$ cat config.mk
export PLATFORM = sky130hd
export DESIGN_NAME = cgra_config_loader_flat
export DESIGN_NICKNAME = d
export VERILOG_FILES = /design/src/rtl/cgra_config_loader_if.sv /design/src/rtl/cgra_config_loader.sv /design/src/flat_wrapper.sv
export SDC_FILE = /design/constraint.sdc
export NUM_CORES = 1
export LEC_CHECK = 0
export ABC_AREA = 1
export BUFFER_PORTS_ARGS = -buffer_cell sky130_fd_sc_hd__buf_2
export CAP_MARGIN = 10
export CORE_MARGIN = 2
export CORE_UTILIZATION = 42
export CTS_CLUSTER_DIAMETER = 80
export DETAILED_ROUTE_END_ITERATION = 16
export GPL_ROUTABILITY_DRIVEN = 0
export PLACE_DENSITY = 0.59
export SLEW_MARGIN = 20
export SYNTH_ARGS = -nofsm -noshare
export SYNTH_HDL_FRONTEND = slang
export SYNTH_SLANG_ARGS = --single-unit
$ cat constraint.sdc
create_clock -name clk -period 1.9 [get_ports clk]
set_input_delay 0.38 -clock clk [delete_from_list [all_inputs] [get_ports clk]]
set_output_delay 0.38 -clock clk [all_outputs]
set_load 0.01 [all_outputs]
$ cat src/rtl/cgra_config_loader_if.sv
// ---------------------------------------------------------------------------
// cgra_config_loader_if
//   Configuration word stream (valid/ready) feeding the config chain loader.
//   Ports / signals:
//     word_valid  master -> slave  word_data holds a word
//     word_ready  slave  -> master loader takes the word this cycle
//     word_data   master -> slave  configuration word, bit 0 shifted first
//   Modports: master (word source), slave (loader).
// ---------------------------------------------------------------------------
interface cgra_config_loader_if #(
    parameter int WORD_W = 32
);
    logic              word_valid;
    logic              word_ready;
    logic [WORD_W-1:0] word_data;

    modport master (output word_valid, output word_data, input word_ready);
    modport slave  (input word_valid, input word_data, output word_ready);
endinterface

$ cat src/rtl/cgra_config_loader.sv
// ---------------------------------------------------------------------------
// cgra_config_loader
//   Head of a PE configuration scan chain. Takes configuration words from a
//   valid/ready stream and serialises them onto the chain input, one bit per
//   enabled shift cycle, LSB of each word first. A CRC-16 (poly 0x1021, init
//   0xFFFF, MSB-first) is accumulated over every bit sent.
//
//   Optional feature macro: CFG_READBACK_EN
//     When defined, after loading the chain is clocked once more around its
//     full length with its tail recirculated to its head (contents are
//     preserved) and a CRC over the returned bits is compared against the
//     transmit CRC; a mismatch raises error together with done.
//     When undefined, error is tied low and cfg_return is ignored.
//
//   Ports:
//     clk, reset   clock; asynchronous active-high reset
//     start        begin a load (only honoured while idle)
//     word         word stream (slave side of cgra_config_loader_if)
//     cfg_reset    chain config_reset
//     cfg_shift    chain shift enable (gates config_clk externally)
//     cfg_data     chain config_in
//     cfg_return   chain tail config_out
//     busy         high whenever not idle
//     done         one-cycle completion pulse
//     error        readback CRC mismatch, sticky until the next start
// ---------------------------------------------------------------------------
module cgra_config_loader #(
    parameter int WORD_W    = 32,
    parameter int CHAIN_LEN = 64
) (
    input  logic                 clk,
    input  logic                 reset,
    input  logic                 start,
    cgra_config_loader_if.slave  word,
    output logic                 cfg_reset,
    output logic                 cfg_shift,
    output logic                 cfg_data,
    input  logic                 cfg_return,
    output logic                 busy,
    output logic                 done,
    output logic                 error
);
    localparam int BLW = $clog2(CHAIN_LEN + 1);
    localparam int CW  = $clog2(WORD_W + 1);
    localparam logic [BLW-1:0] CHAIN_LEN_C = BLW'(CHAIN_LEN);
    localparam logic [BLW-1:0] BL_ONE      = BLW'(1);
    localparam logic [CW-1:0]  WC_ONE      = CW'(1);

    typedef enum logic [2:0] {
        IDLE,
        CLEAR,
        FETCH,
        SHIFT,
        READBACK,
        DONE
    } state_t;

    state_t            state, state_d;
    logic [WORD_W-1:0] sreg, sreg_d;          // bits still to send after cfg_data
    logic [BLW-1:0]    bits_left, bits_left_d;
    logic [CW-1:0]     word_cnt, word_cnt_d;  // bits of current word still to send
    logic              clr_cnt, clr_cnt_d;
    logic              data_q, data_d;
    logic [15:0]       tx_crc, tx_crc_d;

    function automatic logic [15:0] crc16_bit(input logic [15:0] c, input logic b);
        logic fb;
        fb = c[15] ^ b;
        return {c[14:0], 1'b0} ^ (fb ? 16'h1021 : 16'h0000);
    endfunction

`ifdef CFG_READBACK_EN
    logic [15:0] rx_crc, rx_crc_d;
    logic        error_d;
    logic        rb_q;                         // chain is recirculating
`endif

    // ---------------- next-state / datapath ----------------
    always_comb begin
        state_d         = state;
        sreg_d          = sreg;
        bits_left_d     = bits_left;
        word_cnt_d      = word_cnt;
        clr_cnt_d       = clr_cnt;
        data_d          = 1'b0;
        tx_crc_d        = tx_crc;
        word.word_ready = 1'b0;
`ifdef CFG_READBACK_EN
        rx_crc_d        = rx_crc;
        error_d         = error;
`endif
        case (state)
            IDLE: begin
                if (start) begin
                    state_d   = CLEAR;
                    clr_cnt_d = 1'b0;
`ifdef CFG_READBACK_EN
                    error_d   = 1'b0;
`endif
                end
            end
            CLEAR: begin
                bits_left_d = CHAIN_LEN_C;
                tx_crc_d    = 16'hFFFF;
                clr_cnt_d   = 1'b1;
                if (clr_cnt) state_d = FETCH;
            end
            FETCH: begin
                word.word_ready = 1'b1;
                if (word.word_valid) begin
                    state_d = SHIFT;
                    data_d  = word.word_data[0];
                    sreg_d  = word.word_data >> 1;
                    // the final word may carry more bits than the chain has left
                    word_cnt_d = (int'(bits_left) >= WORD_W) ? CW'(WORD_W) : CW'(bits_left);
                end
            end
            SHIFT: begin
                // the bit on cfg_data is captured by the chain at this edge
                tx_crc_d    = crc16_bit(tx_crc, data_q);
                bits_left_d = (bits_left != '0) ? bits_left - BL_ONE : '0;
                word_cnt_d  = (word_cnt != '0) ? word_cnt - WC_ONE : '0;
                if (word_cnt > WC_ONE) begin
                    data_d = sreg[0];
                    sreg_d = sreg >> 1;
                end else if (bits_left > BL_ONE) begin
                    state_d = FETCH;
                end else begin
`ifdef CFG_READBACK_EN
                    state_d     = READBACK;
                    bits_left_d = CHAIN_LEN_C;
                    rx_crc_d    = 16'hFFFF;
`else
                    state_d     = DONE;
`endif
                end
            end
`ifdef CFG_READBACK_EN
            READBACK: begin
                rx_crc_d    = crc16_bit(rx_crc, cfg_return);
                bits_left_d = (bits_left != '0) ? bits_left - BL_ONE : '0;
                if (bits_left <= BL_ONE) begin
                    state_d = DONE;
                    if (crc16_bit(rx_crc, cfg_return) != tx_crc) error_d = 1'b1;
                end
            end
`endif
            DONE: begin
                state_d = IDLE;
            end
            default: begin
                state_d = IDLE;
            end
        endcase
    end

    // ---------------- state and registered outputs ----------------
    // Chain-facing outputs are flops so the config_clk gate never glitches.
    always_ff @(posedge clk or posedge reset) begin
        if (reset) begin
            state     <= IDLE;
            sreg      <= '0;
            bits_left <= '0;
            word_cnt  <= '0;
            clr_cnt   <= 1'b0;
            data_q    <= 1'b0;
            tx_crc    <= '0;
            cfg_reset <= 1'b0;
            cfg_shift <= 1'b0;
            busy      <= 1'b0;
            done      <= 1'b0;
        end else begin
            state     <= state_d;
            sreg      <= sreg_d;
            bits_left <= bits_left_d;
            word_cnt  <= word_cnt_d;
            clr_cnt   <= clr_cnt_d;
            data_q    <= data_d;
            tx_crc    <= tx_crc_d;
            cfg_reset <= (state_d == CLEAR);
            cfg_shift <= (state_d == SHIFT) || (state_d == READBACK);
            busy      <= (state_d != IDLE);
            done      <= (state_d == DONE);
        end
    end

`ifdef CFG_READBACK_EN
    always_ff @(posedge clk or posedge reset) begin
        if (reset) begin
            rx_crc <= '0;
            error  <= 1'b0;
            rb_q   <= 1'b0;
        end else begin
            rx_crc <= rx_crc_d;
            error  <= error_d;
            rb_q   <= (state_d == READBACK);
        end
    end

    // Tail feeds straight back to the head so one full lap restores the chain;
    // cfg_return itself only moves on config_clk edges.
    assign cfg_data = rb_q ? cfg_return : data_q;
`else
    logic unused_return;
    assign unused_return = cfg_return;
    assign error         = 1'b0;
    assign cfg_data      = data_q;
`endif

endmodule

$ cat src/flat_wrapper.sv
// flat-port wrapper written by rule: the top's interface ports become plain ports
module cgra_config_loader_flat 
#(
    parameter int WORD_W    = 32,
    parameter int CHAIN_LEN = 64
)
  (clk, reset, start, cfg_reset, cfg_shift, cfg_data, cfg_return, busy, done, error, word_word_valid, word_word_data, word_word_ready);
  cgra_config_loader_if #(.WORD_W(WORD_W)) word_i ();
  input  logic clk;
  input  logic reset;
  input  logic start;
  output logic cfg_reset;
  output logic cfg_shift;
  output logic cfg_data;
  input  logic cfg_return;
  output logic busy;
  output logic done;
  output logic error;
  input wire logic [$bits(word_i.word_valid)-1:0] word_word_valid;
  input wire logic [$bits(word_i.word_data)-1:0] word_word_data;
  output wire logic [$bits(word_i.word_ready)-1:0] word_word_ready;
  assign word_i.word_valid = word_word_valid;
  assign word_i.word_data = word_word_data;
  assign word_word_ready = word_i.word_ready;
  cgra_config_loader #(.WORD_W(WORD_W), .CHAIN_LEN(CHAIN_LEN)) u_core (.clk(clk), .reset(reset), .start(start), .word(word_i), .cfg_reset(cfg_reset), .cfg_shift(cfg_shift), .cfg_data(cfg_data), .cfg_return(cfg_return), .busy(busy), .done(done), .error(error));
endmodule
==> Word-level counts from Yosys, hierarchy flattened <==
Index checks and enable logic that the tools add are counted.
{ "totals": {"regBits": 54, "latch_bits": 0, "ramBits": 0, "mem_bits_ro": 0, "input_bits": 37, "output_inout_bits": 7, "wordCells": 57, "memories": 0} }
{ "classes": {"addsub": 2, "n_mul": 0, "div": 0, "order_cmp": 3, "eq_ne": 10, "n_shift": 0, "muxes": 21, "n_bitwise": 0, "n_reduce_logical": 11} }
{ "op_table": {"columns": ["cell", "count"], "rows": [
  ["32-bit 2-to-1 mux", 2],
  ["32-bit case mux with 2 select lines", 1],
  ["6-bit 2-to-1 mux", 3],
  ["3-bit 2-to-1 mux", 5],
  ["7-bit case mux with 2 select lines", 1],
  ["3-bit case mux with 4 select lines", 1],
  ["6-bit case mux with 2 select lines", 1],
  ["3-bit by 2-bit equality test with 1-bit output, second input constant", 3],
  ["7-bit by 6-bit >= comparator with 1-bit output, second input constant", 1],
  ["7-bit by 1-bit > comparator with 1-bit output, second input constant", 1],
  ["7-bit 2-to-1 mux", 1],
  ["7-bit nonzero test", 1],
  ["7-bit by 1-bit subtractor with 7-bit output, second input constant", 1],
  ["3-bit by 1-bit equality test with 1-bit output, second input constant", 2],
  ["3-bit equality test, second input constant", 2],
  ["6-bit by 1-bit > comparator with 1-bit output, second input constant", 1],
  ["2-bit nonzero test", 3],
  ["6-bit nonzero test", 1],
  ["6-bit by 1-bit subtractor with 6-bit output, second input constant", 1],
  ["1-bit 2-to-1 mux", 4],
  ["2-bit != test, second input constant", 2],
  ["1-bit case mux with 2 select lines", 2],
  ["2-bit AND reduction", 2],
  ["3-bit zero test", 1],
  ["4 further kinds", 4]
]} }

==> Logic depth before layout (Yosys ltp) <==
Gate-level depths: netlist (run 1).
{ "logic_depth": {"ltp_word": 6, "ltp_mapped": 10} }

==> Worst setup path before layout (run 1) <==
Ideal clock, no wire load.
{ "synth_path": {"path_kind": "register -> register", "startpoint": "register u_core.word_cnt[0]", "endpoint": "register u_core.sreg[1]", "setup_time_ps": 126, "t_arrival_ps": 1366, "slack_ps": 408, "stages_incl_launch_ff": 11, "synth_period_minus_slack_ps": 1492, "cell_sequence": "dfrtp_1 inv_1 ha_1 inv_1 nand2_1 nand3_2 nand2_2 nand2_4 buf_6 nand2_1 o21ai_0"} }
{ "synth_between": {"elab_chain_len": 3} }
{ "synth_lines": {"columns": ["item", "line", "rtl"], "rows": [
  ["from (decl)", "cgra_config_loader.sv:61", "logic [CW-1:0] word_cnt, word_cnt_d;"],
  ["from (signal assigned)", "cgra_config_loader.sv:176", "word_cnt <= word_cnt_d;"],
  ["6-bit by 1-bit > comparator with 1-bit output", "cgra_config_loader.sv:123", "if (word_cnt > WC_ONE) begin"],
  ["2-bit by 1-bit != test with 1-bit output (no line)", null, null],
  ["3-bit AND reduction (no line)", null, null],
  ["to (signal assigned)", "cgra_config_loader.sv:174", "sreg <= sreg_d;"],
  ["to (decl)", "cgra_config_loader.sv:59", "logic [WORD_W-1:0] sreg, sreg_d;"]
]} }
No other way between the ends.
A chain may end at the register's enable or synchronous reset.

==> Worst setup path in the final report (run 1) <==
{ "layout_path": {"startpoint": "register u_core.state[2]", "endpoint": "output port word_word_ready"} }
{ "layout_between": {"elab_chain_len": 2} }
{ "layout_lines": {"columns": ["item", "line", "rtl"], "rows": [
  ["from (decl)", "cgra_config_loader.sv:58", "state_t state, state_d;"],
  ["from (signal assigned)", "cgra_config_loader.sv:173", "state <= state_d;"],
  ["3-bit by 2-bit equality test with 1-bit output", "cgra_config_loader.sv:92", "case (state)"],
  ["1-bit 2-to-1 mux", "cgra_config_loader.sv:92", null],
  ["to (decl)", "flat_wrapper.sv:21", "output wire logic [$bits(word_i.word_ready)-1:0] word_word_ready;"]
]} }
No other way between the ends.

==> metrics.txt, run 1 <==
CTS Hold Bufs=0; hold crit path type=in2async; CTS Buf Count=5; filler cell count in the final layout=approximately 650; Register Area=1330 um^2; Crit Reg-Reg Startpoint=u_core.word_cnt[1]$_DFFE_PP0P_; post-route minimum period=approximately 1700 ps; DP Worst Slack=between 150 and 200 ps; met2 GRT Util=between 20% and 30%; Cells after DPL=about 470; R2R setup slack=between 200 and 250 ps; Post-CTS Setup Bufs=0; Pre-antenna DRT Iters=4; Cell Chain, Critical Path=nor3_2 -> buf_4 -> buf_2; final setup vio count=0; status=completed; post-synthesis sequential area ratio=46.7%; CTS Sinks=53; CTS Root Cell=clkbuf_8; Yosys warnings=0; Max-Cap Viols=0; Final Cycle Share=between 80% and 90%; power per cell area=approximately 1700 nW/um^2; area of the multi-input gates=between 1000 and 1500 um^2; number of H-tree levels=2; final hold violation count=0; Non-Filler Instances=480; Mean Syn Cell Area=about 8 um^2; vias per cell=4.83; Worst Slack Setup Final=202 ps; Distinct cells, synth=30; Mapped Area=~2800 um^2; # rows=29; Clock transition at path regs=around 90 ps; FMAX=0.589 GHz; worst-case vdd ir drop=about 1100 uV; Die Span Y=about 86 um; Post-Synthesis Cells=362; core region area=around 6500 um^2; Mapped Nets=~410; Die X=~86 um; GRT Max-Usage Layer=met2; CP max stage cell=dfrtp_1; Top Ports=44; Final HPWL DP=about 3.8 mm; NumNets Final=around 450; vias in the first global route=2064; r2r endpoint=u_core.sreg[28]$_DFFE_PP0P_; Setup CP Type=reg2out; startpoint types=flop; grt met3 use=2.95%; Global Route Usage Sum=roughly 15%; Initial Util=a little over two fifths; P&R area growth vs syn=13.1%; CTS tree=done; RSZ-0062 raised after global routing=false; crit end category=output port; Synth async-reset ratio=between 90% and 100%; initial antenna violation count=0; Starting DRT DRC Count=between 100 and 150; Max clock buf depth=2; Yosys reg bits=53; vias post-DR=between 2000 and 2500; leakage=1.66 nW; input/output buffers=41; critical path arrival=1320 ps; met1 Resource Use GR=between 20% and 30%; share of layout cells above drive strength 1=between 10% and 20%; Die ar.=7430 um^2; Final Max Slew Viols=0; first-pass GRT wire length=just over 9 mm; Yosys top cell area share=between 40% and 50%; DR WL/cell=~11 um; setup TNS=0 ps; GRT overflow=0; Routed Antenna Nets=0; commonest non-fill, non-tap cell in the layout=nand2_1; top cells by area, synth=dfrtp_1 (47%), nand2_1 (13%), o21ai_0 (10%); R2R cell count=10; Req. time, crit path=roughly 1500 ps; Slowest Stage Delay on Critical Path=480 ps; Detailed Route WL=5.28 mm; number of flops mapped to enable cells by yosys=0; crit path max fanout=4; ys flop type=dfrtp_1; maximum number of pins on one net before global-route repair=between 50 and 60; DR DRC count=0; most frequent cells in the layout=nand2_1 (96), o21ai_0 (57), inv_1 (53), dfrtp_1 (53), buf_2 (41); Power, Total=approximately 5.4 mW; antenna cells=0; largest area contributor in the netlist=dfrtp_1; CTS-repair resized insts=0; worst skew pair latency=about 300 ps; Max Clock Skew=around 7.3 ps
power breakdown:
part           switching (mW)  internal, mW  leakage [nW]  total [mW]
clock network           0.352         0.289        0.0433       0.640
logic                    1.79          1.03         0.963        2.82
registers               0.246          1.65         0.658        1.89
layer usage:
| metal | routed length [um] | vias up |
|---|---|---|
| met2 | 2440 | 38 |
| li1 | - | 1214 |
| met1 | 2640 | 1061 |
| met5 | 0 | - |
| met4 | 42 | 0 |
| met3 | 161 | 5 |
logic make-up (layout without fill, tap and decap cells):
kind of cell | count (synthesis) | count (layout) | share of synthesized area, %
and+or+nand+nor | 144 | 144 | 21.8
buffers and inverters | 69 | 110 | 11.1
DFF | 53 | 53 | 46.7
other | 1 | 1 | 0.132
AOI/OAI and AO/OA | 85 | 85 | 16.4
adders and majority gates | 6 | 6 | 2.64
xor gates and xnor gates | 4 | 4 | 1.23
flip-flops by register name, indices dropped and copies added, names as in the netlist:
register / count
u_core.sreg: 31
u_core.bits_left: 7
u_core.word_cnt: 6
u_core.cfg_reset: 1
u_core.cfg_data: 1
u_core.done: 1
u_core.clr_cnt: 1
u_core.busy: 1
u_core.cfg_shift: 1
u_core.state: 3
final cells by class:
cell class                      instances  share of cell area (%)
Clock inverter                          1                   0.234
Sequential cell                        53                    41.3
Timing Repair Buffer                   47                    8.96
Multi-Input combinational cell        240                    37.3
Tap cell                               77                    3.00
Inverter                               56                    6.62
Clock buffer                            6                    2.57
through the flow:
stage	instance area, um^2	hold slack [ps]	util [%]
3_3_place_gp	3120	378	48.3
4_1_cts	3210	41.9	49.7
3_5_place_dp	3120	377	48.3
5_1_grt	3210	53.3	49.7
6_report	3210	33.4	49.7
2_1_floorplan	2840	463	-
synthesized netlist by cell type (2+ instances only):
cell type / n
o21ai_0: 57
buf_6: 4
nand2_1: 96
nand3_1: 16
nor2_1: 22
o22ai_1: 4
o21ai_1: 4
a21oi_1: 10
xor2_1: 2
dfrtp_1: 53
ha_1: 6
buf_2: 4
nand2_2: 3
xnor2_1: 2
inv_1: 55
clkbuf_1: 2
o21ai_2: 9
worst max path at each step:
stage | start | end | slack (ps)
2_1_floorplan | reset | u_core.bits_left[0]$_DFFE_PP0P_ | 230
3_3_place_gp | u_core.word_cnt[0]$_DFFE_PP0P_ | u_core.sreg[23]$_DFFE_PP0P_ | 210
3_5_place_dp | u_core.word_cnt[0]$_DFFE_PP0P_ | u_core.sreg[28]$_DFFE_PP0P_ | 170
4_1_cts | u_core.word_cnt[0]$_DFFE_PP0P_ | u_core.sreg[28]$_DFFE_PP0P_ | 160
5_1_grt | u_core.word_cnt[1]$_DFFE_PP0P_ | u_core.sreg[27]$_DFFE_PP0P_ | 10
6_report | u_core.state[2]$_DFF_PP0_ | word_word_ready | 200
critical path: cells and delay by family, from the launching register on:
kind,cells,cell delay (ps)
buffers and inverters,2,300
DFF,1,480
and+or+nand+nor,1,240
Note: power is estimated with default switching activity, not from simulation.
==> inputs of run 2 (changes only) <==
REMOVE_ABC_BUFFERS = 1   (was default)
==> metrics.txt, run 2 (synthesized netlist as in run 1, its figures left out) <==
Detailed Route WL=5.30 mm; power per cell area=between 1500 and 2000 nW/um^2; P&R area growth vs syn=12.6%; sequential power share=between 30% and 40%; CP Buf/Inv Count=3; Die X=86.2 um; Net Sw Frac=45.3%; vias post-DR=2293; CTS Hold Bufs=0; power share of the clock group=12.1%; Max-Cap Viols=0; Slowest Stage Delay on Critical Path=just over 400 ps; GRT overflow=0; crit end category=flop; vias in the first global route=between 2000 and 2500; first-pass GRT wire length=approximately 9.4 mm; FMAX=0.580 GHz; Cell Chain, Critical Path=inv_1 -> ha_1 -> inv_1 -> nand2_1 -> nand3_2 -> nand2_2 -> nand2_4 -> buf_12 -> nand2_1 -> o21ai_0; filler cell count in the final layout=slightly below 700; critical path arrival=1920 ps; Starting DRT DRC Count=76; maximum number of pins on one net before global-route repair=63; startpoint types=flop; crit path max fanout=62; setup TNS=0 ps; NumNets Final=about 450; Worst Setup SP=u_core.word_cnt[0]$_DFFE_PP0P_; post-route minimum period=between 1500 and 2000 ps; Crit Reg-Reg Startpoint=u_core.word_cnt[0]$_DFFE_PP0P_; Pre-antenna DRT Iters=4; Setup CP Type=reg2reg; Max clock buf depth=2; RSZ-0062 raised after global routing=false; CTS Sinks=53; Final Max Slew Viols=0; initial antenna violation count=0; hold crit path type=in2async; Post-CTS Setup Bufs=0; Die Span Y=86.2 um; share of layout cells above drive strength 1=between 10% and 20%; worst-case vdd ir drop=about 670 uV; Fin Hold WS=about 52 ps; final setup vio count=0; CTS tree=done; Gate power share=between 50 and 60%; vias per cell=4.77; max reg flops=31; antenna cells=0; Global Route Usage Sum=15.9%; Clock transition at path regs=around 90 ps; CTS-repair resized insts=0; Routed Antenna Nets=0; commonest non-fill, non-tap cell in the layout=nand2_1; input/output buffers=41; R2R setup slack=180 ps; CTS Buf Count=5; biggest regs=u_core.sreg: 31 flops, u_core.bits_left: 7 flops, u_core.word_cnt: 6 flops; CP max stage cell=dfrtp_1; Max Clock Skew=around 5.4 ps; core region area=between 6000 and 7000 um^2; most frequent cells in the layout=nand2_1 (96), o21ai_0 (57), inv_1 (54), dfrtp_1 (53), buf_2 (41); cell family with most CP delay=simple AND/OR/NAND/NOR gates; final hold violation count=0; Initial Util=a little over two fifths; DR WL/cell=about 11 um; number of H-tree levels=2; sw power=roughly 2.4 mW; worst skew pair latency=between 300 and 400 ps; Int Pwr=2.91 mW; Die ar.=about 7400 um^2; CTS Root Cell=clkbuf_8; Core Util, Final=49.5%; Top Ports=44; Final Cycle Share=90.7%; # rows=29; Top reg by flops=u_core.sreg; Req. time, crit path=2090 ps; status=completed; DR DRC count=0; leakage=1.65 nW; Final HPWL DP=~3.8 mm
[run 2: cell count changes in the layout (fill, tap and decap cells not counted)]
| cell | before | now |
|---|---|---|
| inv_1 | 53 | 54 |
| buf_12 | 3 | 2 |
| buf_4 | 3 | 4 |
| inv_2 | 2 | 1 |
| clkbuf_8 | 6 | 5 |
| clkinvlp_4 | 1 | 2 |
| clkbuf_1 | 0 | 1 |
[run 2: area by class of cell]
cell class              count  area [um^2]  share of cell area, %
clock buffers               6         72.6                   2.27
clock inverters             2         15.0                  0.470
inverters                  56          213                   6.65
multi-input cells         240         1200                   37.5
flip-flops and latches     53         1330                   41.5
well taps                  77         96.3                   3.01
repair buffers             47          275                   8.61
[run 2: worst paths after layout]
| check | end | cells past startpoint |
|---|---|---|
| worst max register to register | u_core.sreg[7]$_DFFE_PP0P_ | 10 |
| min in group clk | u_core.sreg[30]$_DFFE_PP0P_ | 3 |
| worst max-delay path | u_core.sreg[7]$_DFFE_PP0P_ | 10 |
| max in group asynchronous | u_core.sreg[27]$_DFFE_PP0P_ | 3 |
| worst min register to register | u_core.clr_cnt$_DFFE_PP0P_ | 2 |
| worst min-delay path | u_core.bits_left[5]$_DFFE_PP0P_ | 2 |
[run 2: power by group through the flow]
stage / Combinational [mW] / Clock, mW / Sequential (mW)
floorplan: 2.08 / 0 / 1.88
global placement: 2.76 / 0 / 1.91
detailed placement: 2.82 / 0 / 1.92
CTS: 2.83 / 0.668 / 1.90
global route: 3.29 / 0.713 / 1.96
finish: 2.78 / 0.641 / 1.90
[run 2: layer usage]
metal | share of wire, % | vias to the layer above | GRT usage [%]
met5 | 0 | - | 0
met4 | 1.4 | 0 | 4.69
met3 | 4.8 | 8 | 3.90
met2 | 43 | 44 | 25.9
met1 | 51 | 1020 | 21.0
li1 | - | 1221 | -
[run 2: metrics by stage]
stage | setup WS (ps) | instances | total power, mW | area, um^2
floorplan | 234 | 349 | 3.96 | 2740
global route | 8.33 | 481 | 5.97 | 3200
CTS | 155 | 481 | 5.40 | 3200
global placement | 205 | 473 | 4.67 | 3110
detailed placement | 179 | 473 | 4.74 | 3110
finish | 176 | 481 | 5.32 | 3200
==> inputs of run 3 (changes only) <==
MAX_ROUTING_LAYER = met4   (was default)
PLACE_DENSITY = default   (was 0.59)
PLACE_DENSITY_LB_ADDON = 0.08   (was default)
==> metrics.txt, run 3 (synthesized netlist as in run 1, its figures left out) <==
biggest regs=u_core.sreg: 31 flops, u_core.bits_left: 7 flops, u_core.word_cnt: 6 flops; met2 wire length=around 2.4 mm; Final Max Slew Viols=0; Die ar.=roughly 7400 um^2; DR WL/cell=roughly 11 um; crit path max fanout=28; Crit Reg-Reg Startpoint=u_core.word_cnt[1]$_DFFE_PP0P_; Req. time, crit path=about 2100 ps; crit end category=flop; filler cell count in the final layout=between 600 and 700; core region area=approximately 6500 um^2; Fin Hold WS=~100 ps; Max-Cap Viols=0; vias in the first global route=2163; Max Clock Skew=7.62 ps; Top Ports=44; vias post-DR=between 2000 and 2500; final setup vio count=0; Non-Filler Instances=roughly 480; Detailed Route WL=around 5.4 mm; max reg flops=31; vias per cell=4.77; Cells after DPL=475; r2r endpoint=u_core.sreg[9]$_DFFE_PP0P_; post-route minimum period=about 1700 ps; share of layout cells above drive strength 1=18.7%; Top reg by flops=u_core.sreg; Pre-antenna DRT Iters=4; Die X=86.2 um; Final HPWL DP=3.80 mm; CTS Root Cell=clkbuf_8; CTS Buf Count=5; CTS Sinks=53; top layer in use=met4; Routed Antenna Nets=0; number of H-tree levels=2; critical path arrival=1870 ps; met1 WL=about 2.8 mm; CTS tree=done; worst-case vdd ir drop=roughly 600 uV; commonest non-fill, non-tap cell in the layout=nand2_1; setup TNS=0 ps; status=completed; startpoint types=flop; Initial Util=around 44%; initial antenna violation count=0; # rows=29; Die Span Y=around 86 um; Clock transition at path regs=around 100 ps; Global Route Usage Sum=between 10% and 20%; Post-CTS Setup Bufs=0; FMAX=between 0.5 and 0.6 GHz; antenna cells=0; Max clock buf depth=2; GRT overflow=0; first-pass GRT wire length=9.49 mm; Setup CP Type=reg2reg; R2R setup slack=220 ps; Starting DRT DRC Count=roughly 130; RSZ-0062 raised after global routing=false; leakage=1.69 nW; final hold violation count=0; most frequent cells in the layout=nand2_1 (96), o21ai_0 (57), inv_1 (53), dfrtp_1 (53), buf_2 (41); met3 WL=~180 um; NumNets Final=448; DR DRC count=0; worst skew pair latency=~300 ps; P&R area growth vs syn=14.8%; maximum number of pins on one net before global-route repair=54; R2R cell count=10; Final Cycle Share=between 80 and 90%; hold crit path type=in2async; power per cell area=around 1700 nW/um^2; input/output buffers=just over 40
[run 3: cell count changes in the layout (fill, tap and decap cells not counted)]
cell,previous run,this run
clkinvlp_4,2,0
buf_12,2,3
buf_4,4,5
bufinv_16,0,1
clkbuf_8,5,6
inv_1,54,53
inv_2,1,2
nand2_2,3,2
nand2_4,1,2
[run 3: area by class of cell]
cell class	instances	area [um^2]	area share (%)
sequential	53	1330	40.7
multi-input combinational	240	1200	36.9
timing repair buffer	49	303	9.29
inverter	56	213	6.53
tap	77	96.3	2.96
clock buffer	7	86.3	2.65
clock inverter	1	30.0	0.922
[run 3: worst max path at each step]
stage / startpoint / to / cells after the start
6_report: u_core.word_cnt[1]$_DFFE_PP0P_ / u_core.sreg[9]$_DFFE_PP0P_ / 10
5_1_grt: u_core.word_cnt[1]$_DFFE_PP0P_ / u_core.sreg[9]$_DFFE_PP0P_ / 10
4_1_cts: u_core.word_cnt[0]$_DFFE_PP0P_ / u_core.sreg[10]$_DFFE_PP0P_ / 10
3_5_place_dp: u_core.word_cnt[0]$_DFFE_PP0P_ / u_core.sreg[9]$_DFFE_PP0P_ / 10
3_3_place_gp: u_core.word_cnt[0]$_DFFE_PP0P_ / u_core.sreg[9]$_DFFE_PP0P_ / 10
2_1_floorplan: reset / u_core.bits_left[0]$_DFFE_PP0P_ / 1
[run 3: repair_timing]
action,in CTS,in global routing
gates resized for setup,0,2
setup endpoints to repair,0,9
hold buffers,0,0
[run 3: metrics by stage]
step | cell area [um^2] | util (%) | power (mW) | setup slack, ps
4_1_cts | 3250 | 50.4 | 5.64 | 160
3_5_place_dp | 3140 | 48.6 | 4.84 | 174
3_3_place_gp | 3140 | 48.6 | 4.76 | 229
6_report | 3260 | 50.4 | 5.58 | 217
2_1_floorplan | 2740 | - | 3.96 | 234
5_1_grt | 3260 | 50.4 | 6.21 | 28.1
[run 3: routing by layer]
metal	track usage (%)	vias up
met5	-	-
met3	2.29	5
li1	-	1222
met4	5.11	0
met1	21.6	1031
met2	25.6	44
[run 3: worst max-delay path, stage by stage, from the launching register on]
cell,delay (ps)
dfrtp_1,400
inv_1,130
ha_1,180
inv_1,40
nand2_1,100
nand3_2,120
nand2_4,120
nand2_4,130
buf_12,200
nand2_1,70
o21ai_0,80
[run 3: power breakdown]
group	switching [mW]	internal, mW	total, mW	leakage, nW
clock network	0.362	0.430	0.792	0.0585
logic	1.82	1.08	2.90	0.973
registers	0.246	1.65	1.89	0.658
total	2.43	3.16	5.58	1.69
